**src/rtl/pipe_scheduler.sv**
```systemverilog
// Pipe obstacle sequencer: places, scrolls and respawns three pipes, flags bird passes.
// Optional macro SPEED_RAMP_EN: every 8th pass bumps the speed by one.
module pipe_scheduler #(
   parameter int TICK_DIV     = 100000,
   parameter int SCREEN_W     = 640,
   parameter int PIPE_SPACING = 220,
   parameter int PIPE_W       = 52,
   parameter int BIRD_X       = 160,
   parameter int GAP_MIN      = 80,
   parameter int SPEED_MIN    = 1,
   parameter int SPEED_MAX    = 8
) (
   input  logic        clk,
   input  logic        rst,
   input  logic        run,
   input  logic        pipe_up,
   input  logic        pipe_down,
   output logic [31:0] pipe1,
   output logic [31:0] pipe2,
   output logic [31:0] pipe3,
   output logic [3:0]  speed,
   output logic        tick,
   output logic        pass_pulse
);
   typedef enum logic [1:0] {IDLE, PLACE, RUN, FREEZE} state_t;

   localparam int             CW       = (TICK_DIV > 1) ? $clog2(TICK_DIV) : 1;
   localparam logic [CW-1:0]  CNT_LAST = CW'(TICK_DIV - 1);
   localparam logic [15:0]    RESPAWN  = 16'(3 * PIPE_SPACING);

   state_t           r_state;
   logic [1:0]       r_pidx;
   logic [CW-1:0]    r_cnt;
   logic [15:0]      r_lfsr;
   logic             r_up_q, r_dn_q;
   logic [3:0]       r_speed;
   logic             r_tick, r_pass;
   logic [2:0][15:0] r_x, r_gap;

   logic             w_fb;
   logic [15:0]      w_gap, w_spd16;
   logic [2:0][15:0] w_x_nxt, w_gap_nxt;
   logic             w_pass;
   logic             w_up_rise, w_dn_rise, w_ramp, w_dec;
   logic [1:0]       w_inc;
   logic [5:0]       w_spd_sum;
   logic [3:0]       w_spd_nxt;

   assign w_fb    = r_lfsr[0] ^ r_lfsr[2] ^ r_lfsr[3] ^ r_lfsr[5];
   assign w_gap   = 16'(GAP_MIN) + {8'd0, r_lfsr[7:0]};
   assign w_spd16 = {12'd0, r_speed};

   // Next positions for a scroll step; a pipe at or left of the step wraps to the far right.
   always_comb begin
      w_x_nxt   = r_x;
      w_gap_nxt = r_gap;
      w_pass    = 1'b0;
      for (int i = 0; i < 3; i++) begin
         if (r_x[i] <= w_spd16) begin
            w_x_nxt[i]   = r_x[i] + RESPAWN - w_spd16;
            w_gap_nxt[i] = w_gap;
         end else begin
            w_x_nxt[i] = r_x[i] - w_spd16;
         end
         if ((r_x[i] + 16'(PIPE_W) >= 16'(BIRD_X)) &&
             (w_x_nxt[i] + 16'(PIPE_W) < 16'(BIRD_X)))
            w_pass = 1'b1;
      end
   end

   assign w_up_rise = pipe_up & ~r_up_q;
   assign w_dn_rise = pipe_down & ~r_dn_q;

`ifdef SPEED_RAMP_EN
   logic [2:0] r_pass_cnt;
   assign w_ramp = r_pass & (r_pass_cnt == 3'd7);
   always_ff @(posedge clk) begin
      if (rst)         r_pass_cnt <= 3'd0;
      else if (r_pass) r_pass_cnt <= r_pass_cnt + 3'd1;
   end
`else
   assign w_ramp = 1'b0;
`endif

   // Button and ramp contributions are summed first so a coincidence clamps once.
   always_comb begin
      w_inc     = {1'b0, w_up_rise & ~w_dn_rise} + {1'b0, w_ramp};
      w_dec     = w_dn_rise & ~w_up_rise;
      w_spd_sum = {2'b00, r_speed} + {4'd0, w_inc} - {5'd0, w_dec};
      if (w_spd_sum > 6'(SPEED_MAX))      w_spd_nxt = 4'(SPEED_MAX);
      else if (w_spd_sum < 6'(SPEED_MIN)) w_spd_nxt = 4'(SPEED_MIN);
      else                                w_spd_nxt = w_spd_sum[3:0];
   end

   always_ff @(posedge clk) begin
      if (rst) begin
         r_state <= IDLE;
         r_pidx  <= 2'd0;
         r_cnt   <= '0;
         r_lfsr  <= 16'hACE1;
         r_up_q  <= 1'b0;
         r_dn_q  <= 1'b0;
         r_speed <= 4'(SPEED_MIN);
         r_tick  <= 1'b0;
         r_pass  <= 1'b0;
         r_x     <= '0;
         r_gap   <= '0;
      end else begin
         r_lfsr  <= {w_fb, r_lfsr[15:1]};
         r_up_q  <= pipe_up;
         r_dn_q  <= pipe_down;
         r_speed <= w_spd_nxt;
         r_tick  <= 1'b0;
         r_pass  <= 1'b0;
         case (r_state)
            IDLE: if (run) begin
               r_state <= PLACE;
               r_pidx  <= 2'd0;
            end
            PLACE: begin
               r_x[r_pidx]   <= 16'(SCREEN_W) + 16'(r_pidx) * 16'(PIPE_SPACING);
               r_gap[r_pidx] <= w_gap;
               if (r_pidx == 2'd2) r_state <= RUN;
               else                r_pidx  <= r_pidx + 2'd1;
            end
            RUN: begin
               if (!run) begin
                  r_state <= FREEZE;
               end else if (r_cnt == CNT_LAST) begin
                  r_cnt  <= '0;
                  r_tick <= 1'b1;
                  r_pass <= w_pass;
                  r_x    <= w_x_nxt;
                  r_gap  <= w_gap_nxt;
               end else begin
                  r_cnt <= r_cnt + CW'(1);
               end
            end
            FREEZE: if (run) r_state <= RUN;
            default: r_state <= IDLE;
         endcase
      end
   end

   assign pipe1      = {r_x[0], r_gap[0]};
   assign pipe2      = {r_x[1], r_gap[1]};
   assign pipe3      = {r_x[2], r_gap[2]};
   assign speed      = r_speed;
   assign tick       = r_tick;
   assign pass_pulse = r_pass;
endmodule
```
**config.mk**
```make
export PLATFORM = sky130hd
export DESIGN_NAME = pipe_scheduler
export DESIGN_NICKNAME = d
export VERILOG_FILES = /design/src/rtl/pipe_scheduler.sv
export SDC_FILE = /design/constraint.sdc
export NUM_CORES = 1
export LEC_CHECK = 0
export ABC_CLOCK_PERIOD_IN_PS = 3400
export CORE_AREA = 2 2 154 156
export CTS_CLUSTER_SIZE = 12
export DETAILED_ROUTE_END_ITERATION = 10
export DIE_AREA = 0 0 156 158
export GPL_ROUTABILITY_DRIVEN = 0
export PLACE_DENSITY = 0.71
export SLEW_MARGIN = 20
export SYNTH_ARGS = -nofsm -noshare
export SYNTH_HDL_FRONTEND = slang
export SYNTH_SLANG_ARGS = --single-unit
```
**constraint.sdc**
```tcl
create_clock -name clk -period 3.4 [get_ports clk]
set_clock_uncertainty 0.1 [all_clocks]
set_input_delay 0.51 -clock clk [delete_from_list [all_inputs] [get_ports clk]]
set_output_delay 0.51 -clock clk [all_outputs]
set_load 0.02 [all_outputs]
```
Yosys cells after proc, flatten, opt, wreduce, memory -nomap -nowiden
Cells that the tools add are included.
{"block": "word_totals", "in_bits": 5, "out_inout_bits": 102, "ff_bits": 141, "wordCells": 128}
{"block": "op_classes", "magnitude_cmp": 13, "n_reduce_logical": 17, "mul": 1, "n_eq_ne": 15, "muxes": 31, "n_bitwise": 14, "addsub": 21}
{"cell": "48-bit 2-to-1 mux", "count": 4}
{"cell": "48-bit one-hot mux with 2 select lines", "count": 2}
{"cell": "16-bit 2-to-1 mux", "count": 7}
{"cell": "16-bit by 6-bit adder with 16-bit output, second input constant", "count": 6}
{"cell": "48-bit bitwise mux", "count": 2}
{"cell": "16-bit by 4-bit subtractor with 16-bit output", "count": 6}
{"cell": "16-bit by 10-bit adder with 16-bit output, second input constant", "count": 3}
{"cell": "16-bit by 8-bit >= comparator with 1-bit output, second input constant", "count": 3}
{"cell": "16-bit by 4-bit less-or-equal comparator with 1-bit output", "count": 3}
{"cell": "16-bit by 8-bit < comparator with 1-bit output, second input constant", "count": 3}
{"cell": "16-bit demux with 2-bit select", "count": 1}
{"cell": "2-bit inequality test, second input constant", "count": 10}
{"cell": "17-bit by 1-bit adder with 17-bit output, second input constant", "count": 1}
{"cell": "17-bit equality test, second input constant", "count": 1}
{"cell": "17-bit 2-to-1 mux", "count": 1}
{"cell": "4-bit AND reduction", "count": 4}
{"cell": "2-bit 2-to-1 mux", "count": 6}
{"cell": "10-bit by 10-bit adder with 11-bit output, first input constant", "count": 1}
{"cell": "7-bit by 8-bit adder with 9-bit output, first input constant", "count": 1}
{"cell": "2-bit by 6-bit multiplier with 8-bit output, second input constant", "count": 1}
{"cell": "4-bit 2-to-1 mux", "count": 2}
{"cell": "2-bit one-hot mux with 4 select lines", "count": 1}
{"cell": "1-bit inverter", "count": 7}
{"cell": "2-bit equality test, second input constant", "count": 3}
{"cell": "19 further kinds", "count": 33}

Longest topological paths before layout
Gate-level depths: netlist of run 1.
{"block": "depth", "depth_word": 9, "ltp_mapped": 16, "depth_no_buf": 16}

Worst setup path before layout of run 1
OpenSTA, ideal clock, no wires.
{"block": "synth_path", "path_type": "flip-flop to flip-flop", "start": "register r_speed[1] (netlist: speed[1])", "end": "register r_pass (netlist: pass_pulse)", "required_time_ns": 3.221, "setup_slack_ns": -0.356, "path_buffers": 0, "path_stages_with_launch": 13, "arrival_ns": 3.578, "synth_period_minus_slack_ns": 3.756, "cell_sequence": "dfxtp_1 > inv_1 > ha_1 > ha_1 > fa_1 > a21o_1 > a211oi_1 > nor2_1 > xnor2_1 > mux2_4 > or4_1 > a221o_1 > o221ai_2"}
{"block": "synth_via", "elab_chain_cells": 8, "elab_cells_between_ends": 24}
{"item": "start, declared", "line_no": "36", "rtl": "logic [3:0] r_speed;"}
{"item": "start signal, assigned", "line_no": "103", "rtl": "r_speed <= 4'(SPEED_MIN);"}
{"item": "start signal, assigned", "line_no": "112", "rtl": "r_speed <= w_spd_nxt;"}
{"item": "16-bit by 4-bit subtractor with 16-bit output (tied with other cells)", "line_no": "63", "rtl": "w_x_nxt[i] = r_x[i] - w_spd16;"}
{"item": "16-bit 2-to-1 mux", "line_no": "59", "rtl": "if (r_x[i] <= w_spd16) begin"}
{"item": "16-bit by 6-bit adder with 16-bit output", "line_no": "66", "rtl": "(w_x_nxt[i] + 16'(PIPE_W) < 16'(BIRD_X)))"}
{"item": "16-bit by 8-bit < comparator with 1-bit output", "line_no": "66"}
{"item": "1-bit logical AND", "line_no": "65", "rtl": "if ((r_x[i] + 16'(PIPE_W) >= 16'(BIRD_X)) &&"}
{"item": "1-bit 2-to-1 mux (2 in series)", "line_no": "65"}
{"item": "1-bit 2-to-1 mux *", "line_no": "65"}
{"item": "end signal, assigned", "line_no": "132", "rtl": "r_pass <= w_pass;"}
{"item": "end, declared", "line_no": "37", "rtl": "logic r_tick, r_pass;"}
Mark *: on every way between the ends. The rest lies on a longest branch, timed or not.
A chain may end at the register's enable or synchronous reset.

Final worst setup path of run 1
Same ends and word-level chain as after synthesis.

==> run metrics, run 1 <==
Skew-Pair Late Insertion Delay=0.43 ns; Synth Cell Area=10000 sq um; CTS Buf Count=17; Critical Path Fanout Max=5; slowest stage delay, CP=0.38 ns; Async S/R FF share, synth=0%; Placed Area=12200 sq um; largest net degree at the start of global routing=88; # IOs=107; Util after Layout=56.6%; RSZ-0062 raised after global routing=true; first-pass GRT wire length=45900 um; Via Count=9494; first-pass detailed-route iteration total=6; Synth area leader=dfxtp_1; n_diodes=0; max-cap viol count=0; slowest CP cell=fa_2; Worst setup EP type=flip-flop; DIE WIDTH=156 um; P&R area growth vs syn=30.2%; grt total ovfl=0; fin worst setup slack=-0.0608 ns; CP Class=reg -> reg; number of synthesized flops with an enable pin=0; Yosys reg bits=120; Yosys top cell area share=24.0%; Warnings, synthesis=0; WL/cell=16.5 um; Antenna Nets Post-Route=0; Tcrit/Tclk final=102%; worst slew pin tran=0.924 ns; Setup violations, final=1; Worst Path Required=3.66 ns; max_slew headroom=38.4%; syn avg cell area=8.32 sq um; Row Count=56; Max VDD drop=0.375 mV; full die area=24600 sq um; outcome=finished, violations left; total leakage power=5.65 nW; Max clock buf depth=2; dominant synthesized flop cell=dfxtp_1; final critical-path required period=3.46 ns; top post-synthesis cells by area=dfxtp_1 24%, ha_1 16%, xnor2_1 6.7%; fmax=289 MHz; Mapped Cells=1206; clk slew on worst S/H paths=0.07 ns; CP Cell Sequence=inv_6, ha_4, ha_2, fa_2, a21o_1, a211oi_2, buf_4, o31ai_1, xor2_1, mux2i_2, or3_1, nor4b_2, mux2i_2, o221ai_2; dpl hpwl=21400 um; setup TNS=-0.0608 ns; TritonCTS clock tree=done; Final Cell Area=13100 sq um; H-tree depth=4; Critical Path Source Type=flip-flop; worst min path class=reg -> reg; Critical Path AT=3.72 ns; first-iteration detailed-routing DRC count=551; Seq/Total Area, Yosys=24.0%; # hold bufs at CTS=0; number of global-route vias before repair=9315; final wirelength=28500 um; power per cell area=556 nW/um^2; Via-to-Cell Ratio=5.51; final hold vios=0; Synth cell types=78; failing checks=negative setup slack; filler instances=2077; Slew Limit Fails=0; initial antenna violation count=0; Die Ht=158 um; layout cells sized above 1=19.0%; Initial Util=43.5%; most used cell, CP=mux2i_2; port bufs=85; CTS sink cnt=120; core area=23100 sq um; DR DRC count=0; Root Driver=clkbuf_16; Total GRT Usage=23.0%; fin nets=1565
[critical path: cells and delay by family (launching register included)]
kind / cells / cell delay, ns
AO/OA/AOI/OAI: 4 / 0.74
AND/OR/NAND/NOR: 2 / 0.66
multiplexers: 2 / 0.29
buffers and inverters: 2 / 0.26
flip-flops: 1 / 0.36
adder cells (fa/ha/maj): 3 / 0.78
XOR/XNOR: 1 / 0.20
[layer usage]
layer	share of wire [%]	vias to the layer above	track usage (%)
met1	45	4527	28.4
met2	48	263	40.5
met4	2.3	0	8.34
li1	-	4655	-
met3	4.5	49	3.81
met5	0	-	0
[per-stage QoR]
stage | setup WS (ns) | hold slack [ns] | power, mW | instances
finish | -0.0608 | 0.305 | 7.26 | 1724
global route | -0.240 | 0.320 | 7.66 | 1724
CTS | -0.0243 | 0.307 | 7.09 | 1721
detailed placement | -0.219 | 0.296 | 5.19 | 1685
global placement | -0.164 | 0.294 | 5.13 | 1685
floorplan | 0.00351 | 0.289 | 3.90 | 1226
[state kept, by name, indices dropped and copies added (netlist names)]
| register | count |
|---|---|
| pass_pulse | 1 |
| pipe1 | 25 |
| pipe2 | 25 |
| pipe3 | 25 |
| r_cnt | 17 |
| r_dn_q | 1 |
| r_lfsr | 16 |
| r_pidx | 2 |
| r_state | 2 |
| r_up_q | 1 |
| speed | 4 |
| tick | 1 |
[power by group]
| group | switching, mW | internal [mW] | total [mW] | leakage, nW |
|---|---|---|---|---|
| combinational | 2.06 | 1.89 | 3.95 | 4.39 |
| sequential | 0.0474 | 1.47 | 1.52 | 0.981 |
| clock | 0.741 | 1.04 | 1.78 | 0.280 |
[synth_stat cells, drive strengths merged, types with 26 or more instances]
cell / instances
o21ai: 38
inv: 87
a21oi: 42
xor2: 31
nor2b: 26
nor2: 119
clkbuf: 34
nand2: 73
ha: 129
buf: 29
mux2i: 47
nor3: 35
xnor2: 77
dfxtp: 120
nand3: 34
[area by class of cell]
type	count	area (sq um)	area share, %
inverters	89	339	2.60
clock buffers	18	439	3.36
flip-flops and latches	120	2420	18.6
repair buffers	239	2030	15.5
well taps	290	363	2.78
multi-input cells	954	7320	56.1
clock inverters	14	140	1.07
[placed cells by master, fill, tap and decap left out, types with 8 or more instances in the layout]
cell,synthesis,routed
a211oi_1,20,15
a21o_1,15,15
a21oi_1,42,40
a221oi_1,11,11
a22o_1,9,9
a22oi_1,8,8
a31oi_1,12,12
buf_4,21,152
clkbuf_16,0,17
clkdlybuf4s50_1,0,84
conb_1,1,21
dfxtp_1,120,110
ha_1,129,120
inv_1,86,83
mux2i_1,46,41
nand2_1,73,72
nand2b_1,18,17
nand3_1,34,34
nand4_1,22,22
nor2_1,118,118
nor2b_1,26,26
nor3_1,35,34
nor4_1,17,15
o21ai_0,33,31
o22ai_1,10,9
o31ai_1,9,8
or2_2,9,9
or3_1,9,9
xnor2_1,77,75
xor2_1,31,31
[worst paths after layout]
| kind | slack [ns] | from | end | cells after the start |
|---|---|---|---|---|
| setup reg to reg | -0.06 | speed[1]$_SDFF_PP0_ | pass_pulse$_SDFF_PP0_ | 14 |
| hold / removal | 0.30 | r_lfsr[14]$_SDFF_PP0_ | r_lfsr[13]$_SDFF_PP1_ | 1 |
| hold reg to reg | 0.30 | r_lfsr[14]$_SDFF_PP0_ | r_lfsr[13]$_SDFF_PP1_ | 1 |
| setup / recovery | -0.06 | speed[1]$_SDFF_PP0_ | pass_pulse$_SDFF_PP0_ | 14 |
[cell families after synthesis]
group / after synthesis / share of synthesized area, %
compound gates: 232 / 16.4
mux: 50 / 5.19
fa+ha+maj: 141 / 18.3
buf+inv: 152 / 6.54
flops: 120 / 24.0
simple gates: 402 / 20.1
xor+xnor: 108 / 9.43
other cells: 1 / 0.0374
[what timing repair did]
action / in CTS / in global routing
pin swaps: 20 / 8
buffers inserted: 4 / 3
endpoints found under the setup margin: 4 / 12
resized for setup: 24 / 21
Note: power is estimated with default switching activity, not from simulation.
==> run 2: changes to the inputs <==
--- a/config.mk
+++ b/config.mk
@@ -7,7 +7,7 @@
 export LEC_CHECK = 0
 export ABC_CLOCK_PERIOD_IN_PS = 3400
 export CORE_AREA = 2 2 154 156
-export CTS_CLUSTER_SIZE = 12
+export CTS_CLUSTER_SIZE = 40
 export DETAILED_ROUTE_END_ITERATION = 10
 export DIE_AREA = 0 0 156 158
 export GPL_ROUTABILITY_DRIVEN = 0
==> results of run 2 <==
No change in the layout: final DEF, timing and power equal those of run 1.
